--- config.mk ---
export PLATFORM = sky130hd
export DESIGN_NAME = uart_tx_buffered
export DESIGN_NICKNAME = d
export VERILOG_FILES = /design/src/rtl/uart_pkg.sv /design/src/rtl/uart_tx_fifo.sv /design/src/rtl/uart_tx_buffered.sv
export SDC_FILE = /design/constraint.sdc
export NUM_CORES = 1
export LEC_CHECK = 0
export ABC_AREA = 1
export CAP_MARGIN = 20
export CORE_MARGIN = 2
export CORE_UTILIZATION = 30
export DETAILED_ROUTE_END_ITERATION = 10
export GPL_TIMING_DRIVEN = 0
export SKIP_CTS_REPAIR_TIMING = 1
export SLEW_MARGIN = 20
export SYNTH_ARGS = -nofsm -noshare
export SYNTH_HDL_FRONTEND = slang
export SYNTH_SLANG_ARGS = --single-unit
--- constraint.sdc ---
create_clock -name hwclk -period 2.7 [get_ports hwclk]
set_input_delay 0.405 -clock hwclk [delete_from_list [all_inputs] [get_ports hwclk]]
set_output_delay 0.405 -clock hwclk [all_outputs]
set_load 0.05 [all_outputs]
--- src/rtl/uart_pkg.sv ---
// Shared constants for the buffered UART transmitter.
package uart_pkg;

    typedef enum logic [2:0] {
        IDLE   = 3'd0,
        START  = 3'd1,
        DATA   = 3'd2,
        PARITY = 3'd3,
        STOP   = 3'd4
    } tx_state_e;

    localparam int unsigned CLKS_PER_BIT_115200_12MHZ = 104;
    localparam int unsigned DATA_BITS                 = 8;
    localparam logic        IDLE_LEVEL                = 1'b1;

endpackage

--- src/rtl/uart_tx_fifo.sv ---
// Byte FIFO feeding the UART transmitter; dout is combinational from the read pointer.
module uart_tx_fifo #(
    parameter int unsigned FIFO_DEPTH = 4
) (
    input  logic       hwclk,
    input  logic       resetn,
    input  logic       push,
    input  logic [7:0] din,
    input  logic       pop,
    output logic [7:0] dout,
    output logic       full,
    output logic       empty
);

    localparam int unsigned AW = $clog2(FIFO_DEPTH);
    localparam int unsigned CW = AW + 1;

    logic [7:0]    mem_q [FIFO_DEPTH];
    logic [7:0]    mem_d [FIFO_DEPTH];
    logic [AW-1:0] wr_ptr_q, wr_ptr_d;
    logic [AW-1:0] rd_ptr_q, rd_ptr_d;
    logic [CW-1:0] count_q, count_d;
    logic          push_ok, pop_ok;

    assign full    = (count_q == CW'(FIFO_DEPTH));
    assign empty   = (count_q == '0);
    assign push_ok = push && !full;
    assign pop_ok  = pop && !empty;
    assign dout    = mem_q[rd_ptr_q];

    // Next-state for storage, pointers (wrap by power-of-two width) and occupancy.
    always_comb begin
        mem_d    = mem_q;
        wr_ptr_d = wr_ptr_q;
        rd_ptr_d = rd_ptr_q;
        count_d  = count_q;
        if (push_ok) begin
            mem_d[wr_ptr_q] = din;
            wr_ptr_d        = wr_ptr_q + AW'(1);
        end
        if (pop_ok) begin
            rd_ptr_d = rd_ptr_q + AW'(1);
        end
        case ({push_ok, pop_ok})
            2'b10:   count_d = count_q + CW'(1);
            2'b01:   count_d = count_q - CW'(1);
            default: count_d = count_q;
        endcase
    end

    // FIFO state registers.
    always_ff @(posedge hwclk or negedge resetn) begin
        if (!resetn) begin
            mem_q    <= '{default: '0};
            wr_ptr_q <= '0;
            rd_ptr_q <= '0;
            count_q  <= '0;
        end else begin
            mem_q    <= mem_d;
            wr_ptr_q <= wr_ptr_d;
            rd_ptr_q <= rd_ptr_d;
            count_q  <= count_d;
        end
    end

endmodule

--- src/rtl/uart_tx_buffered.sv ---
// Buffered 8N1 UART transmitter (LSB first, idle high).
// Optional even parity bit when UART_TX_PARITY_EN is defined.
module uart_tx_buffered
    import uart_pkg::*;
#(
    parameter int unsigned CLKS_PER_BIT = CLKS_PER_BIT_115200_12MHZ,
    parameter int unsigned FIFO_DEPTH   = 4
) (
    input  logic       hwclk,
    input  logic       resetn,
    input  logic       i_tx_valid,
    input  logic [7:0] i_tx_byte,
    output logic       o_tx_ready,
    output logic       o_tx_serial,
    output logic       o_tx_busy,
    output logic       o_tx_done
);

    localparam logic [15:0] BAUD_LAST = 16'(CLKS_PER_BIT - 1);
    localparam logic [2:0]  BIT_LAST  = 3'(DATA_BITS - 1);

    tx_state_e   state_q, state_d;
    logic [15:0] baud_q, baud_d;
    logic [2:0]  bit_idx_q, bit_idx_d;
    logic [7:0]  shift_q, shift_d;
    logic        serial_q, serial_d;
    logic        done_q, done_d;
    logic        busy_q, busy_d;
`ifdef UART_TX_PARITY_EN
    logic        parity_q, parity_d;
`endif

    logic        fifo_push, fifo_pop, fifo_full, fifo_empty;
    logic [7:0]  fifo_dout;
    logic        bit_end;

    assign o_tx_ready  = !fifo_full;
    assign fifo_push   = i_tx_valid && !fifo_full;
    assign bit_end     = (baud_q == BAUD_LAST);
    assign o_tx_serial = serial_q;
    assign o_tx_busy   = busy_q;
    assign o_tx_done   = done_q;

    uart_tx_fifo #(
        .FIFO_DEPTH(FIFO_DEPTH)
    ) u_fifo (
        .hwclk (hwclk),
        .resetn(resetn),
        .push  (fifo_push),
        .din   (i_tx_byte),
        .pop   (fifo_pop),
        .dout  (fifo_dout),
        .full  (fifo_full),
        .empty (fifo_empty)
    );

    // Next-state, baud/bit counters, shifter and registered line outputs.
    // Outputs are computed from current state so the line lags state by one cycle.
    always_comb begin
        state_d   = state_q;
        baud_d    = baud_q + 16'd1;
        bit_idx_d = bit_idx_q;
        shift_d   = shift_q;
        fifo_pop  = 1'b0;
`ifdef UART_TX_PARITY_EN
        parity_d  = parity_q;
`endif
        case (state_q)
            IDLE: begin
                baud_d = '0;
                if (!fifo_empty) begin
                    fifo_pop = 1'b1;
                    shift_d  = fifo_dout;
`ifdef UART_TX_PARITY_EN
                    parity_d = ^fifo_dout;
`endif
                    state_d  = START;
                end
            end
            START: begin
                if (bit_end) begin
                    baud_d    = '0;
                    bit_idx_d = '0;
                    state_d   = DATA;
                end
            end
            DATA: begin
                if (bit_end) begin
                    baud_d  = '0;
                    shift_d = {1'b0, shift_q[7:1]};
                    if (bit_idx_q == BIT_LAST) begin
`ifdef UART_TX_PARITY_EN
                        state_d = PARITY;
`else
                        state_d = STOP;
`endif
                    end else begin
                        bit_idx_d = bit_idx_q + 3'd1;
                    end
                end
            end
`ifdef UART_TX_PARITY_EN
            PARITY: begin
                if (bit_end) begin
                    baud_d  = '0;
                    state_d = STOP;
                end
            end
`endif
            STOP: begin
                if (bit_end) begin
                    baud_d = '0;
                    if (!fifo_empty) begin
                        fifo_pop = 1'b1;
                        shift_d  = fifo_dout;
`ifdef UART_TX_PARITY_EN
                        parity_d = ^fifo_dout;
`endif
                        state_d  = START;
                    end else begin
                        state_d = IDLE;
                    end
                end
            end
            default: begin
                baud_d  = '0;
                state_d = IDLE;
            end
        endcase

        case (state_q)
            START:   serial_d = 1'b0;
            DATA:    serial_d = shift_q[0];
`ifdef UART_TX_PARITY_EN
            PARITY:  serial_d = parity_q;
`endif
            default: serial_d = IDLE_LEVEL;
        endcase

        done_d = (state_q == STOP) && bit_end;
        busy_d = (state_q != IDLE) || !fifo_empty;
    end

    // State and output registers; reset drives the line high immediately.
    always_ff @(posedge hwclk or negedge resetn) begin
        if (!resetn) begin
            state_q   <= IDLE;
            baud_q    <= '0;
            bit_idx_q <= '0;
            shift_q   <= '0;
            serial_q  <= IDLE_LEVEL;
            done_q    <= 1'b0;
            busy_q    <= 1'b0;
`ifdef UART_TX_PARITY_EN
            parity_q  <= 1'b0;
`endif
        end else begin
            state_q   <= state_d;
            baud_q    <= baud_d;
            bit_idx_q <= bit_idx_d;
            shift_q   <= shift_d;
            serial_q  <= serial_d;
            done_q    <= done_d;
            busy_q    <= busy_d;
`ifdef UART_TX_PARITY_EN
            parity_q  <= parity_d;
`endif
        end
    end

endmodule
* Word level (Yosys, flattened, before mapping)
Cells that the tools add are included.
Word-level totals: register bits after elaboration 72, input port bits 11, output and inout port bits 4, logic and storage cells 85
Operators by class: $add $sub $neg 6, $lt $le $gt $ge 3, equality and inequality tests 14, multiplexer cells 28, bitwise operators 2, reduce and logical (&&, ||, !) cells 18
Operators by type and width (count):
- 2-to-1 mux 8 bit | 6
- bitwise mux 32 bit | 1
- 2-to-1 mux 16 bit | 2
- 2-to-1 mux 3 bit | 8
- case mux 8 bit (3 select lines) | 1
- adder 16 x 1 -> 16 bit (second input constant) | 1
- binary-select mux 8 bit (select 2 bit) | 1
- demux 8 bit (select 2 bit) | 1
- == test 16 x 7 -> 1 bit (second input constant) | 1
- != test 2 bit (second input constant) | 6
- case mux 3 bit (2 select lines) | 2
- case mux 3 bit (4 select lines) | 1
- == test 3 bit (second input constant) | 3
- adder 3 x 1 -> 3 bit (second input constant) | 2
- greater-or-equal comparator 3 bit (second input constant) | 2
- logical NOT 3 bit | 2
- NOT 2 -> 3 bit | 2
- nonzero test 3 bit | 2
- logical AND 1 bit | 5
- AND reduction 5 bit | 1
- adder 2 x 1 -> 2 bit (second input constant) | 2
- case mux 1 bit (2 select lines) | 2
- AND reduction 4 bit | 1
- nonzero test 2 bit | 2
- other kinds (11) | 14

* Logic depth before layout (Yosys ltp)
word-level depth 7, mapped depth 16

* Hierarchy
From an unflattened synthesis, not the netlist that was laid out.
Unflattened totals: cell total of the unflattened synthesis 515, area total of the unflattened synthesis 3893.7 um2
By module, submodules not included:
- uart_tx_fifo | times used 1, cells an instance 251, area an instance 2031.9 um2
- uart_tx_buffered | times used 1, cells an instance 264, area an instance 1861.8 um2

* Least setup slack after synthesis
No wires, ideal clock.
kind flip-flop to flip-flop, start point register baud_q[0], end point register u_fifo.count_q[2], library setup time 0.080 ns, arrival 2.044 ns, slack 0.576 ns, cell stages (with the launch flop) 17, path through dfrtp_1 -> ha_1 -> nand2_2 -> inv_2 -> nand2_2 -> nor2_4 -> nand2_4 -> nand2_2 -> nand2_2 -> inv_1 -> ha_1 -> inv_1 -> fa_1 -> nor2_1 -> nor2_1 -> nand2_1 -> xnor2_1
Between the ends: cells in the longest elaborated chain, start to end 6, elaborated cells on any way between the ends 8
Ends and longest elaborated chain:
- start: declaration | RTL line uart_tx_buffered.sv:23 | logic [15:0] baud_q, baud_d;
- start signal: assignment | RTL line uart_tx_buffered.sv:159 | baud_q <= baud_d;
- == test 16 x 7 -> 1 bit * | RTL line uart_tx_buffered.sv:39 | assign bit_end = (baud_q == BAUD_LAST);
- 2-to-1 mux 1 bit * | RTL line uart_tx_buffered.sv:111 | if (bit_end) begin
- case mux 1 bit (2 select lines) * | RTL line uart_tx_buffered.sv:68 | case (state_q)
- logical AND 1 bit * | RTL line uart_tx_fifo.sv:28 | assign pop_ok = pop && !empty;
- via u_fifo.pop_ok | RTL line uart_tx_fifo.sv:23 | logic push_ok, pop_ok;
- == test 2 x 1 -> 1 bit / == test 2 bit (equally long branches) | RTL line uart_tx_fifo.sv:44 | case ({push_ok, pop_ok})
- case mux 3 bit (2 select lines) / nonzero test 2 bit (equally long branches)
- end signal: assignment | RTL line uart_tx_fifo.sv:62 | count_q <= count_d;
- end: declaration | RTL line uart_tx_fifo.sv:22 | logic [CW-1:0] count_q, count_d;
Mark *: on every way through the listed nets, which the timed path passes. The rest lies on a longest branch. A chain may end at the register's enable or synchronous reset.

* Final worst setup path
Ends and elaborated chain as after synthesis.

==> results.md <==
* PD cells at 1088 nW/µm²
* Clock Sinks at slightly above 70
* Yosys cell types at 31
* Placed inst area at 4026 µm²
* # IOs at 15
* Mean Syn Cell Area at approximately 8 µm²
* Clock skew at around 0.006 ns
* Number of synthesized register bits at around 70
* Final ANT Viol Nets at 0
* First DRT Iteration DRCs at around 210
* Crit path launch type: flip-flop
* Input/output buffers at 14
* Pin count of the biggest net entering global routing at between 50 and 60
* Worst Path Max Fanout at 6
* Syn Inst Count at between 400 and 500
* GR Util met2 at between 20 and 25%
* Die width at around 110 µm
* Async S/R FF share, synth at 100.0%
* Vias at around 2900
* R2R depth at 16
* Clock Latency Late Sink at between 0.3 and 0.4 ns
* WP data arrival at 2.60 ns
* CTS H-tree lvls at 3
* Final wirelength at approximately 7.7 mm
* Sequential share of the synthesized area at around half
* Fin crit share at 86.86%
* Slew margin rel. at about two thirds
* Antenna violations before repair at 0
* Die area at ~13000 µm²
* Vias per cell at about 4.6
* Primary FF master, synth: dfrtp_1
* Busiest metal layer after global routing: met2
* Pins Over Slew Limit at 0
* Global-route wire length before repair at between 10 and 15 mm
* 1st-pass router iterations at 4
* GR Util All Layers at between 10% and 20%
* HPWL Detailed at around 5.5 mm
* Worst hold slack at roughly 0.47 ns
* Vias in the first global route at about 2800
* Period minus WS final at about 2.3 ns
* Dpl ws at roughly 0.35 ns
* Fin. Hold Viols at 0
* RSZ-0062 raised after global routing: no
* Final Cell Area at around 4400 µm²
* Post-synth EDFFs at 0
* Area delta synth->final at 18.48%
* CTS tree: done
* Clk buf depth at 2
* Initial core utilization at between 30% and 40%
* Diode count at 0
* Inserted Clock Buffers at 9
* GR Layer Usage met3 at under 10%
* Worst EP required at between 2 and 3 ns
* Yosys warns at 0
* Reg area at 1803 µm²
* Multi-input logic area at ~1600 µm²
* Worst hold stages at 2
* Syn Std Cell Area at ~3700 µm²
* Final net count at slightly below 500
* Fill cells at around 1200
* WS Path Type: flip-flop to flip-flop
* Drc violations at 0
* Final setup violation count at 0
* FP Rows at 40
* Peak Freq at between 400 and 500 MHz
* Hold crit path type: flip-flop to flip-flop
* Met1 usage at between 10% and 20%
* Maximum vdd drop at 0.0004786 V
* CTS Root Buffer Type: clkbuf_16
* Core Area at ~12000 µm²
* Post-Syn Nets at between 400 and 500
* Outcome: finished, final reports clean
* Remaining Overflow, GRT at 0
* Worst-path clk slew at about 0.06 ns
* DR WL/cell at 12.28 µm
* Worst-Margin Slew at 0.4932 ns
* Layout cell share with drive strength beyond 1 at a little under an eighth
* Die height at between 100 and 150 µm
* Placer Congestion at 0.8255
* Max Cap Viol at 0
* Leak at between 2 and 2.5 nW
* Fin worst setup slack at ~0.35 ns
* Critical path capture point type: flip-flop
==> kinds of logic after synthesis <==
kind of cell | count (synthesis) | share of synthesized area (%)
buffers and inverters | 48 | 6.227
flip-flops | 72 | 49.03
XOR/XNOR | 12 | 2.858
AO/OA/AOI/OAI | 40 | 5.546
AND/OR/NAND/NOR | 265 | 33.07
adder cells (fa/ha/maj) | 9 | 3.267
==> metal layers <==
layer / vias to the layer above / part of all wire [%]
li1: 1476 / -
met1: 1335 / 49
met2: 48 / 46
met3: 10 / 3.6
met4: 0 / 1.2
met5: - / 0
==> metrics by stage <==
stage	total power [mW]	cells	util, %	setup TNS (ns)
6_report	4.738	625	36.27	0
5_1_grt	5.142	625	36.27	0
4_1_cts	4.797	624	36.19	0
3_5_place_dp	3.489	608	33.52	0
3_3_place_gp	3.430	607	33.31	-91.27
2_1_floorplan	3.018	446	-	0
==> path summary, 6_finish.rpt <==
path	slack, ns	start	end
worst min register to register	0.47	shift_q[0]	shift_q[0]
max in group asynchronous	1.65	resetn	u_fifo.mem_q[27]
worst max register to register	0.35	baud_q[0]	u_fifo.count_q[2]
min in group asynchronous	0.49	resetn	baud_q[10]
worst min-delay path	0.47	shift_q[0]	shift_q[0]
worst max-delay path	0.35	baud_q[0]	u_fifo.count_q[2]
==> flip-flops by register name (all words and copies together) (netlist names), 2 cells and up <==
name             count
state_q              3
u_fifo.count_q       3
bit_idx_q            3
shift_q              8
u_fifo.mem_q        32
u_fifo.rd_ptr_q      2
u_fifo.wr_ptr_q      2
baud_q              16
==> cell usage in the layout, fill, tap and decap left out, drive strengths merged <==
master	Yosys	routed
xnor2	2	2
or2	1	1
nand4	8	8
ha	8	8
clkdlybuf4s50	0	13
nand2	162	162
nor2	43	43
clkinv	1	4
o21ai	37	37
bufinv	0	2
nand3	43	43
fa	1	1
clkbuf	0	9
dfrtp	71	71
clkinvlp	0	1
buf	9	11
dlygate4sd3	0	1
xor2	10	10
a21oi	3	3
inv	38	39
nor3	8	8
dfstp	1	1
==> power breakdown <==
part           switching (mW)  internal, mW  leakage (nW)
Sequential              0.220          1.46         0.922
Combinational            1.13         0.640          1.05
Clock                   0.476         0.810         0.156
==> Yosys cell counts (3+ instances only) <==
master / n / area, µm²
inv_1: 32 / 120.1
o21ai_0: 30 / 150.1
nand2_1: 148 / 555.5
nor3_1: 7 / 35.03
xor2_1: 10 / 87.58
nand2_4: 8 / 90.09
ha_1: 8 / 100.1
a21oi_1: 3 / 15.01
nand4_1: 8 / 50.05
inv_2: 5 / 18.77
buf_6: 5 / 56.30
o21ai_1: 6 / 30.03
nand2_2: 5 / 31.28
nand3_2: 3 / 30.03
nor2_1: 39 / 146.4
nand3_1: 40 / 200.2
dfrtp_1: 71 / 1777
==> layout make-up <==
| type | instances | share of cell area, % |
|---|---|---|
| sequential | 72 | 41.38 |
| multi-input combinational | 326 | 37.77 |
| clock buffer | 9 | 5.169 |
| tap | 147 | 4.222 |
| timing repair buffer | 16 | 4.021 |
| inverter | 39 | 3.475 |
| clock inverter | 7 | 2.183 |
| buffer | 9 | 1.781 |
==> worst max-delay path, stage by stage (launching register included) <==
cell	delay (ns)
dfrtp_1	0.42
ha_1	0.21
nand2_2	0.10
inv_2	0.08
nand2_2	0.06
nor2_4	0.11
nand2_4	0.12
nand2_2	0.11
nand2_2	0.08
inv_1	0.07
ha_1	0.13
inv_1	0.06
fa_1	0.38
nor2_1	0.11
nor2_1	0.04
nand2_1	0.07
xnor2_1	0.11
(Power assumes the default switching activity.)
